==> src/rtl/led_bank_arbiter.sv <==
// rtl/led_bank_arbiter.sv - round-robin req/grant arbiter sharing one LED bank
// Owners keep the bank for at least MIN_SLOT cycles; an idle pattern shows while nobody owns it.
module led_bank_arbiter #(
  parameter int                NUM_REQ      = 4,
  parameter int                LED_W        = 8,
  parameter int                MIN_SLOT     = 16,
  parameter logic [LED_W-1:0]  IDLE_PATTERN = 8'h81
) (
  input  logic                       clock,
  input  logic                       reset_n,
  input  logic [NUM_REQ-1:0]         in_req,
  input  logic [NUM_REQ*LED_W-1:0]   in_leds,
  output logic [NUM_REQ-1:0]         out_grant,
  output logic                       out_busy,
  output logic [LED_W-1:0]           out_leds
);

  localparam int IDX_W  = $clog2(NUM_REQ);
  localparam int SLOT_W = (MIN_SLOT > 1) ? $clog2(MIN_SLOT) : 1;

  localparam logic [1:0] ST_IDLE = 2'd0;
  localparam logic [1:0] ST_OWN  = 2'd1;
  localparam logic [1:0] ST_HOLD = 2'd2;

  logic [1:0]         state, nxt_state;
  logic [IDX_W-1:0]   owner, nxt_owner, rr_last, pick;
  logic [SLOT_W-1:0]  slot_cnt, nxt_slot;
  logic [NUM_REQ-1:0] others;
  logic               held, load;

  // First set candidate searching upward from rr_last+1 with wrap-around.
  function automatic logic [IDX_W-1:0] rr_pick(input logic [NUM_REQ-1:0] cand,
                                               input logic [IDX_W-1:0]   last);
    logic [IDX_W-1:0] win;
    logic             found;
    int               j;
    win   = '0;
    found = 1'b0;
    for (int k = 1; k <= NUM_REQ; k++) begin
      j = (int'(last) + k) % NUM_REQ;
      if (!found && cand[j]) begin
        found = 1'b1;
        win   = IDX_W'(j);
      end
    end
    return win;
  endfunction

  // out_grant is zero in IDLE, so "others" is simply every request there.
  assign others = in_req & ~out_grant;
  assign held   = in_req[owner];
  assign pick   = rr_pick(others, rr_last);

  always_comb begin
    nxt_state = state;
    nxt_owner = owner;
    nxt_slot  = slot_cnt;
    load      = 1'b0;
    case (state)
      ST_IDLE: load = |others;
      ST_OWN, ST_HOLD: begin
        if (!held) begin
          if (|others) load = 1'b1;
          else         nxt_state = ST_IDLE;
        end else if (state == ST_OWN) begin
          if (slot_cnt != '0)  nxt_slot = slot_cnt - 1'b1;
          else if (|others)    load = 1'b1;
          else                 nxt_state = ST_HOLD;
        end else if (|others) begin
          load = 1'b1;
        end
      end
      default: nxt_state = ST_IDLE;
    endcase
    if (load) begin
      nxt_state = ST_OWN;
      nxt_owner = pick;
      nxt_slot  = SLOT_W'(MIN_SLOT - 1);
    end
  end

  always_ff @(posedge clock or negedge reset_n) begin
    if (!reset_n) begin
      state     <= ST_IDLE;
      owner     <= '0;
      rr_last   <= IDX_W'(NUM_REQ - 1);
      slot_cnt  <= '0;
      out_grant <= '0;
      out_leds  <= IDLE_PATTERN;
    end else begin
      state    <= nxt_state;
      owner    <= nxt_owner;
      slot_cnt <= nxt_slot;
      if (load) rr_last <= pick;
      // Grant and data are registered together so a new owner's pattern lands with its grant.
      if (nxt_state == ST_IDLE) begin
        out_grant <= '0;
        out_leds  <= IDLE_PATTERN;
      end else begin
        out_grant <= {{(NUM_REQ-1){1'b0}}, 1'b1} << nxt_owner;
        out_leds  <= in_leds[nxt_owner*LED_W +: LED_W];
      end
    end
  end

  assign out_busy = |out_grant;

endmodule

==> config.mk <==
export PLATFORM = sky130hd
export DESIGN_NAME = led_bank_arbiter
export DESIGN_NICKNAME = d
export VERILOG_FILES = /design/src/rtl/led_bank_arbiter.sv
export SDC_FILE = /design/constraint.sdc
export NUM_CORES = 1
export LEC_CHECK = 0
export ABC_CLOCK_PERIOD_IN_PS = 2500
export BUFFER_PORTS_ARGS = -buffer_cell sky130_fd_sc_hd__clkbuf_2
export CELL_PAD_IN_SITES_DETAIL_PLACEMENT = 1
export CELL_PAD_IN_SITES_GLOBAL_PLACEMENT = 2
export CORE_MARGIN = 1
export CORE_UTILIZATION = 31
export DETAILED_ROUTE_END_ITERATION = 10
export GPL_ROUTABILITY_DRIVEN = 0
export HOLD_SLACK_MARGIN = 0.06
export PLACE_DENSITY_LB_ADDON = 0.1
export SLEW_MARGIN = 25
export SYNTH_ARGS = -nofsm -noshare
export SYNTH_HDL_FRONTEND = slang
export SYNTH_SLANG_ARGS = --single-unit
==> constraint.sdc <==
create_clock -name clock -period 2.5 [get_ports clock]
set_clock_uncertainty 0.2 [all_clocks]
set_input_delay 0.375 -clock clock [delete_from_list [all_inputs] [get_ports clock]]
set_output_delay 0.375 -clock clock [all_outputs]
set_load 0.05 [all_outputs]
==> qor.yml, run 1 <==
final_layout:
  final_nets: 248
  final_cell_count_no_fill: 271
  final_design_area_no_fill_mm2: 0.00206
  area_growth_syn_to_layout_pct: 33.9
  post_route_cells_drive_above_1_share: 0.490
  finish.utilization: 0.433
  insertedDiodeCount: 0
placement:
  hpwlAfterDp_mm: 3.54
  place_worst_setup_slack_ns: -0.0696
  placed_cell_area_mm2: 0.00192
  dpl.cell_count: 263
  port_buffers: 50
timing:
  final.setup.worst_slack_ns: 0.108
  tns_ns: 0
  max_freq_mhz: 418
  setup_repair_after_global_routing_missed_its_margin: "false"
  timing.slew.headroom: 0.608
  worstMarginPinSlew_ns: 0.588
  timing_hold_violations_final: 0
  period_needed_ns: 2.39
  share_of_the_clock_period_used_by_the_worst_path_after_layout: 0.957
  worst_slack_on_hold_paths_ns: 0.249
  finalSetupViolCount: 0
  slew_violations: 0
die:
  i_o_pin_total: 51
  die-height_um: 72.4
  x_dimension_of_the_die_um: 72.4
  design.die.area_mm2: 0.00524
  core_mm2: 0.00475
  rows: 25
  initial_utilization: 0.323
clock_tree:
  clock_tree.buffer_depth: 2
  tritoncts_clock_tree: "built"
  clock_sink_count: 22
  ctsRootBufferMaster: "clkbuf_8"
  clock_tree.htree_level_count: 1
  path_clk_slew_ns: 0.08
  numCtsBuffers: 3
  clk-insertion-delay-late_ns: 0.26
critical_path:
  crit_path_max_fanout: 5
  crit_type: "reg -> reg"
  worst-endpoint-required_ns: 2.43
  critical_path.startpoint_type: "flop"
  critical_path_arrival_ns: 2.33
  end_kind: "flop"
synthesis:
  synth_cells: 144
  postSynth.asyncResetShare: 1.00
  synth_area_per_cell_um2: 10.7
  synth_fp_nets: 187
  post_synth_xor_area_fraction: 0.0171
  ys_seq_area_frac: 0.362
  synth_edf_count: 0
  synth-simple-area-share: 0.135
  synth.lib_cells_used.distinct: 44
  synth_ff_type: "dfrtp_1"
  synth-adder-area-share: 0.0407
  synthTopCellsByArea: "dfrtp_1 29%, mux2_2 8.8%, a222oi_1 7.8%"
  synth.mux.area_fraction: 0.129
  synth_common_cells: "18 x dfrtp_1, 12 x a222oi_1, 12 x mux2_2"
  post-synth-top-area-cell: "dfrtp_1"
  yosys_reg_bits: 22
  synth-compound-area-share: 0.267
  synth.top_cell.area_share: 0.293
  ys_warn_count: 0
  synth.cell_area_mm2: 0.00154
  synth_most_common_cell: "dfrtp_1"
  combinational_family_with_the_most_area_after_synthesis: "compound AO/OA/AOI/OAI gates"
drt:
  initialDrtViolationCount: 74
  number_of_detailed_route_iterations_in_the_first_pass: 4
  detail-route-antenna-nets: 0
  route.vias.total: 1471
  vias_cell: 5.43
  routed_length_per_placed_instance_um: 17.1
  drc: 0
  totalWireLength_mm: 4.63
global_route:
  grt_overflow: 0
  grt_first_pass_wirelength_mm: 7.36
  number_of_global_route_vias_before_repair: 1541
  grt_util_all_layers: 0.181
  antenna_violations_before_repair: 0
  pin_count_of_the_biggest_net_entering_global_routing: 23
min_path:
  worstHoldPathType: "in -> reg"
power_and_ir_drop:
  power_density_mw_per_mm2: 1470
  p_leak_nw: 0.894
  power_after_layout_mw: 3.02
  power.ir.vdd_worst_v: 0.000615
flow_run:
  drv_cap: 0
run_status:
  run_status: "finished, final reports clean"
[power breakdown]
| group | internal, mW | total [mW] | leakage (nW) | switching, mW |
|---|---|---|---|---|
| logic | 0.853 | 2.13 | 0.617 | 1.27 |
| registers | 0.538 | 0.638 | 0.248 | 0.0999 |
| clock network | 0.140 | 0.260 | 0.0288 | 0.119 |
[final cells by class]
| class | count | area, um^2 |
|---|---|---|
| Sequential cell | 22 | 561 |
| Inverter | 9 | 33.8 |
| Multi-Input combinational cell | 108 | 963 |
| Fill cell | 567 | 2700 |
| Clock buffer | 4 | 55.1 |
| Tap cell | 67 | 83.8 |
| Timing Repair Buffer | 61 | 360 |
[flip-flops by register name, indices dropped and copies added (netlist names)]
name and cells:
out_grant 4, out_leds 8, owner 2, rr_last 2, slot_cnt 4, state 2
[critical path: stages, from the launching register on]
cell and delay [ns]:
dfrtp_1 0.38, mux4_2 0.57, and3_1 0.23, o311ai_4 0.27, o311ai_2 0.20, nand2b_1 0.15
buf_4 0.15, o22ai_1 0.10
[layer usage]
| layer | GRT usage | up-vias | routed length, um |
|---|---|---|---|
| li1 | - | 702 | - |
| met1 | 0.218 | 729 | 1950 |
| met2 | 0.332 | 36 | 2440 |
| met3 | 0.0306 | 4 | 206 |
| met4 | 0.0458 | 0 | 34 |
| met5 | 0 | - | 0 |
[worst paths after layout]
path / slack [ns] / depth (start not counted) / end / startpoint
setup / recovery: 0.11 / 7 / out_leds[4]$_DFF_PN0_ / owner[1]$_DFF_PN0_
max in group asynchronous: 1.24 / 2 / out_grant[3]$_DFF_PN0_ / reset_n
hold reg to reg: 0.35 / 2 / slot_cnt[1]$_DFFE_PN0P_ / slot_cnt[1]$_DFFE_PN0P_
min in group asynchronous: 0.44 / 2 / slot_cnt[0]$_DFFE_PN0P_ / reset_n
setup reg to reg: 0.11 / 7 / out_leds[4]$_DFF_PN0_ / owner[1]$_DFF_PN0_
hold / removal: 0.25 / 3 / out_leds[3]$_DFF_PN0_ / in_leds[27]
[cell families after synthesis]
group	count (synthesis)
adder cells (fa/ha/maj)	5
AO/OA/AOI/OAI	48
XOR/XNOR	3
multiplexers	17
flip-flops	22
AND/OR/NAND/NOR	34
buffers and inverters	15
[cell usage in the layout (no fill, tap or decap), drive strengths merged, types with 2 or more instances in the layout]
cell    count
a211oi      2
a21oi       2
a222oi     12
a22oi       4
and2        2
buf        10
clkbuf     54
dfrtp      18
dfstp       4
ha          5
inv         9
mux2       12
mux2i       4
nand2       9
nand2b      5
nand4       2
nor2        5
nor2b       4
nor4        2
o21a        2
o21ai       7
o221ai      3
o22a        2
o22ai       6
o311ai      2
xnor2       3
[timing repair]
item / CTS / global route
gates resized for setup: 1 / 9
cloned: 0 / 1
pin swaps: 0 / 10
hold buffers: 1 / 0
endpoints found under the setup margin: 7 / 11
buffers inserted: 2 / 0
hold endpoints to repair: 18 / 0
Power figures use the tool's default switching activity.
==> run 2: changes to the inputs <==
--- a/config.mk
+++ b/config.mk
@@ -10,5 +10,5 @@
 export CELL_PAD_IN_SITES_DETAIL_PLACEMENT = 1
 export CELL_PAD_IN_SITES_GLOBAL_PLACEMENT = 2
-export CORE_MARGIN = 1
+export CORE_MARGIN = 2
 export CORE_UTILIZATION = 31
 export DETAILED_ROUTE_END_ITERATION = 10
==> constraint.sdc (replaced) <==
create_clock -name clock -period 2.5 [get_ports clock]
set_clock_uncertainty 0.2 [all_clocks]
set_input_delay 0.5 -clock clock [delete_from_list [all_inputs] [get_ports clock]]
set_output_delay 0.5 -clock clock [all_outputs]
set_load 0.05 [all_outputs]
==> qor.yml, run 2 (same netlist as run 1, synthesis figures left out) <==
power_and_ir_drop:
  pwr-share-comb: 0.713
  p_sw_mw: 1.45
  power_density_mw_per_mm2: 1450
  p_leak_nw: 0.943
  internal-power_mw: 1.63
  power_after_layout_mw: 3.08
  share_of_power_burned_in_registers: 0.205
  netSwitchingFraction: 0.472
  power.ir.vdd_worst_v: 0.000510
  power.share.clock: 0.081
drt:
  number_of_detailed_route_iterations_in_the_first_pass: 4
  detail-route-antenna-nets: 0
  vias_cell: 5.27
  routed_length_per_placed_instance_um: 16.1
  drc: 0
  totalWireLength_mm: 4.52
  initialDrtViolationCount: 74
  route.vias.total: 1480
die:
  die-height_um: 74.4
  design.die.area_mm2: 0.00554
  i_o_pin_total: 51
  rows: 25
  initial_utilization: 0.323
  x_dimension_of_the_die_um: 74.4
  core_mm2: 0.00475
critical_path:
  worstReg2RegStart: "state[1]$_DFF_PN0_"
  critical_path_buf_inv_count: 3
  crit_type: "reg -> reg"
  worstSetupStartpoint: "state[1]$_DFF_PN0_"
  timing.critical_path.mode_cell: "buf_4"
  critical_path.slowest_cell: "dfrtp_1"
  timing.critical_path.cells: "inv_1 -> ha_4 -> o21bai_1 -> a41oi_2 -> buf_4 -> a21oi_2 -> buf_4 -> a222oi_1 -> o22ai_1"
  critical_path.top_delay_family: "compound AO/OA/AOI/OAI gates"
  worst-endpoint-required_ns: 2.43
  end_kind: "flop"
  worst_path_largest_cell_delay_ns: 0.39
  rrSetupSlack_ns: 0.09
  critical_path.startpoint_type: "flop"
  crit_path_max_fanout: 16
  critical_path_arrival_ns: 2.34
final_layout:
  layout_common_cells: "50 x clkbuf_2, 18 x buf_4, 14 x dfrtp_1"
  final_nets: 258
  post_route_cells_drive_above_1_share: 0.514
  largest_register_ffs: 8
  top_regs: "out_leds: 8 flops, out_grant: 4 flops, slot_cnt: 4 flops"
  top_register: "out_leds"
  insertedDiodeCount: 0
  area_growth_syn_to_layout_pct: 38.3
  finish.utilization: 0.447
  mostFrequentLayoutCell: "clkbuf_2"
min_path:
  worstHoldPathType: "reg -> reg"
  timing.hold.worst.start: "rr_last[1]$_DFFE_PN1P_"
global_route:
  grt_first_pass_wirelength_mm: 7.29
  antenna_violations_before_repair: 0
  grt_util_all_layers: 0.170
  grt_overflow: 0
  number_of_global_route_vias_before_repair: 1552
  pin_count_of_the_biggest_net_entering_global_routing: 23
clock_tree:
  path_clk_slew_ns: 0.08
  clock_tree.htree_level_count: 1
  numCtsBuffers: 3
  tritoncts_clock_tree: "built"
  clk-insertion-delay-late_ns: 0.26
  ctsRootBufferMaster: "clkbuf_8"
  clock_sink_count: 22
  clock_tree.buffer_depth: 2
run_status:
  run_status: "finished, final reports clean"
timing:
  max_freq_mhz: 415
  timing.slew.headroom: 0.621
  slew_violations: 0
  period_needed_ns: 2.41
  final.setup.worst_slack_ns: 0.0884
  tns_ns: 0
  timing_hold_violations_final: 0
  worstMarginPinSlew_ns: 0.568
  share_of_the_clock_period_used_by_the_worst_path_after_layout: 0.965
  finalSetupViolCount: 0
placement:
  port_buffers: 50
  hpwlAfterDp_mm: 3.47
  place_worst_setup_slack_ns: -0.113
flow_run:
  drv_cap: 0
-- run 2: repair_timing --
item,CTS,global route
pin swaps,0,2
hold buffers,1,0
hold endpoints to repair,18,0
setup endpoints to repair,2,13
setup buffers,0,6
resized for setup,1,8
-- run 2: tightest hold or removal path, delay by kind of cell, from the launching register on --
family	cells	cell delay, ns
flip-flops	1	0.39
AO/OA/AOI/OAI	1	0.08
buffers and inverters	1	0.06
-- run 2: metal layers --
layer / GRT usage / vias up / share of wire
li1: - / 715 / -
met1: 0.215 / 729 / 0.43
met2: 0.305 / 34 / 0.52
met3: 0.0257 / 2 / 0.040
met4: 0.0397 / 0 / 0.0035
met5: 0 / - / 0
-- run 2: final cells by class --
type                    count  area (um^2)
fillers                   568         2630
multi-input cells         107          945
inverters                   9         33.8
repair buffers             72          447
well taps                  67         83.8
flip-flops and latches     22          561
clock buffers               4         55.1
-- run 2: per-stage QoR --
stage	hold WS, ns	std cells	cell area, um^2
floorplan	0.00441	144	1540
global placement	0.313	270	1970
detailed placement	0.322	270	1970
CTS	0.339	275	2040
global route	0.372	281	2120
finish	0.334	281	2120
-- run 2: final timing paths --
path / endpoint / depth (start not counted)
setup reg to reg: out_leds[3]$_DFF_PN0_ / 9
hold / removal: rr_last[1]$_DFFE_PN1P_ / 2
hold reg to reg: rr_last[1]$_DFFE_PN1P_ / 2
min in group asynchronous: out_leds[5]$_DFF_PN0_ / 2
max in group asynchronous: out_grant[3]$_DFF_PN0_ / 2
setup / recovery: out_leds[3]$_DFF_PN0_ / 9
-- run 2: power by group through the flow --
stage,Clock (mW),Sequential (mW),Combinational (mW)
4_1_cts,0.260,0.638,2.11
2_1_floorplan,0,0.917,1.19
3_3_place_gp,0,0.636,2.05
6_report,0.251,0.632,2.20
3_5_place_dp,0,0.645,2.10
5_1_grt,0.280,0.653,2.39
